<file path="config.mk">
export PLATFORM = sky130hd
export DESIGN_NAME = hazard_ctrl
export DESIGN_NICKNAME = d
export VERILOG_FILES = /design/src/rtl/hazard_ctrl.sv
export SDC_FILE = /design/constraint.sdc
export NUM_CORES = 1
export LEC_CHECK = 0
export ABC_AREA = 1
export CORE_ASPECT_RATIO = 2
export CORE_MARGIN = 3
export CORE_UTILIZATION = 30
export CTS_CLUSTER_SIZE = 14
export DETAILED_ROUTE_END_ITERATION = 6
export PLACE_DENSITY = 0.55
export SLEW_MARGIN = 5
export SYNTH_ARGS = -nofsm -noshare
export SYNTH_HDL_FRONTEND = slang
export SYNTH_SLANG_ARGS = --single-unit
</file>
<file path="constraint.sdc">
create_clock -name clk -period 2.32 [get_ports clk]
set_input_delay 0.232 -clock clk [delete_from_list [all_inputs] [get_ports clk]]
set_output_delay 0.232 -clock clk [all_outputs]
set_load 0.05 [all_outputs]
</file>
<file path="src/rtl/hazard_ctrl.sv">
// Pipeline hazard controller: per-register scoreboard, stall/bubble/flush and HALT drain.
// Optional build macro HAZARD_FORWARD_EN selects EX/MEM forwarding (load-use stalls only).
module hazard_ctrl (
  input  logic        clk,
  input  logic        rst,
  input  logic        dec_valid,
  input  logic [2:0]  dec_rs,
  input  logic [2:0]  dec_rt,
  input  logic        dec_rs_used,
  input  logic        dec_rt_used,
  input  logic [2:0]  dec_wr_reg,
  input  logic        dec_reg_write,
  input  logic        dec_mem_read,
  input  logic        dec_halt,
  input  logic        dec_redirect,
  output logic        stall,
  output logic        bubble,
  output logic        flush,
  output logic        halted,
  output logic [15:0] stall_cnt
);

  localparam logic [1:0] ST_RUN    = 2'd0;
  localparam logic [1:0] ST_DRAIN  = 2'd1;
  localparam logic [1:0] ST_HALTED = 2'd2;

  logic [1:0]      state;
  logic [1:0]      state_nxt;
  logic [7:0][1:0] cnt;
  logic [7:0]      ld;
  logic            rs_pend;
  logic            rt_pend;
  logic            hazard;
  logic            issue;
  logic            all_clear;

  // cnt==1 means the producer is in WB; the register file bypass makes it readable.
  always_comb begin
`ifdef HAZARD_FORWARD_EN
    rs_pend = dec_rs_used && (cnt[dec_rs] == 2'd3) && ld[dec_rs];
    rt_pend = dec_rt_used && (cnt[dec_rt] == 2'd3) && ld[dec_rt];
`else
    rs_pend = dec_rs_used && (cnt[dec_rs] >= 2'd2);
    rt_pend = dec_rt_used && (cnt[dec_rt] >= 2'd2);
`endif
  end

  always_comb begin
    hazard = dec_valid && (state == ST_RUN) && (rs_pend || rt_pend);
    stall  = hazard || (state != ST_RUN);
    bubble = stall;
    issue  = dec_valid && !stall;
    flush  = issue && dec_redirect;
  end

  always_comb begin
    all_clear = 1'b1;
    for (int i = 0; i < 8; i++) begin
      if (cnt[i] != 2'd0) all_clear = 1'b0;
    end
  end

  always_comb begin
    state_nxt = state;
    case (state)
      ST_RUN:    if (issue && dec_halt) state_nxt = ST_DRAIN;
      ST_DRAIN:  if (all_clear) state_nxt = ST_HALTED;
      ST_HALTED: state_nxt = ST_HALTED;
      default:   state_nxt = ST_RUN;
    endcase
  end

  always_ff @(posedge clk) begin
    if (rst) begin
      state  <= ST_RUN;
      halted <= 1'b0;
    end else begin
      state  <= state_nxt;
      halted <= (state_nxt == ST_HALTED);
    end
  end

  // A reload on issue takes priority over the countdown for the same register.
  always_ff @(posedge clk) begin
    if (rst) begin
      cnt <= '0;
      ld  <= '0;
    end else begin
      for (int i = 0; i < 8; i++) begin
        if (issue && dec_reg_write && (dec_wr_reg == 3'(i))) begin
          cnt[i] <= 2'd3;
          ld[i]  <= dec_mem_read;
        end else if (cnt[i] != 2'd0) begin
          cnt[i] <= cnt[i] - 2'd1;
          if (cnt[i] == 2'd1) ld[i] <= 1'b0;
        end
      end
    end
  end

  always_ff @(posedge clk) begin
    if (rst) begin
      stall_cnt <= 16'd0;
    end else if (stall && (state == ST_RUN) && (stall_cnt != 16'hFFFF)) begin
      stall_cnt <= stall_cnt + 16'd1;
    end
  end

endmodule
</file>
==> out/results.tsv, run 1 <==
metric	value	unit
numPortBuffers	36	
synth_flop_cell	dfxtp_1	
holdCritPathClass	flip-flop to flip-flop	
critical_path.endpoint_type	output port	
whs_endpoint	stall_cnt[5]	
drt_iter0_drc	63	
synth_top_area_cell	dfxtp_1	
antenna_found_initial	0	
required	2.09	ns
netlist_instances	282	
h-tree-depth	2	
dieHeight	123.2	µm
yosysUniqueCellTypes	26	
rsz0062_at_grt	false	
finalHoldWorstSlack	0.5068	ns
gr-usage-met3	2.545	%
dieArea	7960	µm²
r2r_start	stall_cnt[0]	
grt_use_met2	29.73	%
drc_errors	0	
ios	38	
grt_pass1_vias	2027	
dp_cells	399	
grt.busiest_layer	met2	
slew_headroom	63.54	%
cp-start-kind	input pin	
clk_latency	0.28	ns
cts_setup_buffers	0	
drt-total-wl	5.508	mm
crit_buf_inv	3	
place_congestion	0.8778	
r2r_end	stall_cnt[1]	
syn_avg_cell_area	7.308	µm²
first_pass_iters	4	
clkTransAtPathRegs	0.05	ns
fin_util	41.10	%
fmax	475.2	MHz
met1_usage	14.47	%
setup_violations	0	
min_period_over_period	90.71	%
vdd_drop_max	371.2	µV
finalPower	2376	µW
clock-sinks	35	
synth_nets	309	
layout-drive-gt1-share	8.150	%
cp_top_family	simple AND/OR/NAND/NOR gates	
netlist_area	2061	µm²
grt_use_total	15.21	%
ys_ff_latch	35	
cp.arrival	1.87	ns
power.density	873.0	nW/µm²
die_w	64.61	µm
ant_nets	0	
worstPathCellList	clkdlybuf4s50_1 > inv_1 > nand2_1 > nand3_1 > nand3_1 > nand3_1 > nand2_2 > nand2_1 > nand2_1 > buf_12	
viasPerCell	4.897	
initial_core_util	31.12	%
netlist_top_cells_count	43 x nand2_1, 38 x a21oi_1, 37 x inv_1	
critPathMaxStageDelay	0.54	ns
drv_slew	0	
n_fill_cell	725	
cts.path.max_buffers	2	
num_vias	1993	
syn2layout_area_growth	32.06	%
r2r_slack	0.30	ns
hold_depth	2	
ys_warn_count	0	
rows	42	
critPathKind	input pin to output port	
fin_crit	2.105	ns
wl_per_cell	13.53	µm
hp-start	stall_cnt[5]	
synth-seq-area-share	34.00	%
synth.top_cell.area_share	34.00	%
cp_max_fo	8	
status	finished clean	
numCtsBuffers	5	
hpwl	4.320	mm
antenna_cells	0	
reg2regPathDepth	9	
post_cts_resized	0	
tns	0	ns
maxCapViolations	0	
synth_edf_count	0	
yosysMostFrequentCell	nand2_1	
p_leak	0.001037	µW
hold_viol_final	0	
fin_cells	407	
worstMarginPinSlew	0.5451	ns
nNetsFinal	345	
hold_buffers	0	
fin_skew	0.008362	ns
synthTopCellsByArea	dfxtp_1 34%, a21oi_1 9.2%, nand2_1 7.8%	
crit_slowest_cell	clkdlybuf4s50_1	
core_area	6621	µm²
grt_max_degree	24	
cts_tree	built	
grt_overflow	0	
synth-async-reset-ratio	0	%
grt_pass1_wl	9.294	mm
root_buffer	clkbuf_16	
==> worst min-delay path: stages, from the launching register on <==
cell,delay (ns)
dfxtp_1,0.33
nand2_1,0.07
a21oi_1,0.05
==> cell type report <==
cell class	count	area, µm²	share of cell area (%)
Timing Repair Buffer	39	425.4	15.63
Tap cell	88	110.1	4.046
Sequential cell	35	700.7	25.75
Multi-Input combinational cell	200	1172	43.08
Inverter	37	138.9	5.103
Clock buffer	6	138.9	5.103
Clock inverter	2	35.03	1.287
==> layout by cell type (no fill, tap or decap), drive strengths merged <==
cell type / count
nand2: 47
a21oi: 40
inv: 37
dfxtp: 35
clkdlybuf4s50: 33
nand4: 24
nand3: 22
nor2: 22
xor2: 15
ha: 9
nor3: 7
xnor2: 6
clkbuf: 6
buf: 6
o21ai: 3
nand3b: 2
a211oi: 2
nor3b: 1
clkinv: 1
bufinv: 1
==> power breakdown <==
part	internal [µW]	leakage [µW]	switching, µW	total, µW
sequential	708	0.000286	58.5	766
combinational	347	0.000664	483	830
clock	534	0.0000868	246	780
total	1590	0.00104	787	2380
==> registers in the layout, indices dropped and copies added, names as in the netlist <==
register / count
cnt: 16
stall_cnt: 16
state: 2
halted: 1
==> worst max-delay path by stage <==
stage | start | to | slack (ns) | cells past startpoint
2_1_floorplan | stall_cnt[0] | stall_cnt[13] | 0.24 | 10
3_3_place_gp | dec_rt[0] | cnt[4] | 0.17 | 10
3_5_place_dp | dec_rt[0] | cnt[4] | 0.17 | 10
4_1_cts | dec_rt[0] | stall | 0.20 | 10
5_1_grt | dec_rt[0] | stall | 0.03 | 10
6_report | dec_rt[0] | stall | 0.22 | 10
==> stage by stage <==
| stage | area [µm²] | setup WS (ns) |
|---|---|---|
| after floorplan | 2066 | 0.2373 |
| after global placement | 2547 | 0.1726 |
| after detailed placement | 2547 | 0.1726 |
| after CTS | 2721 | 0.1951 |
| after global routing | 2721 | 0.03192 |
| final | 2721 | 0.2155 |
==> cell families after synthesis <==
| kind of cell | share of synthesized area [%] |
|---|---|
| buffers and inverters | 9.350 |
| AO/OA/AOI/OAI | 11.54 |
| XOR/XNOR | 8.925 |
| AND/OR/NAND/NOR | 30.72 |
| flip-flops | 34.00 |
| adder cells (fa/ha/maj) | 5.465 |
==> metal layers <==
| metal | vias up | routed length [µm] |
|---|---|---|
| met5 | - | 0 |
| met3 | 19 | 160 |
| met2 | 45 | 3152 |
| met1 | 912 | 1955 |
| met4 | 0 | 240 |
| li1 | 1017 | - |
(Power assumes the default switching activity.)
==> inputs of run 2 (changes only) <==
- SKIP_LAST_GASP: not set -> 1
==> results of run 2 <==
No change in the layout: final DEF, timing and power equal those of run 1.
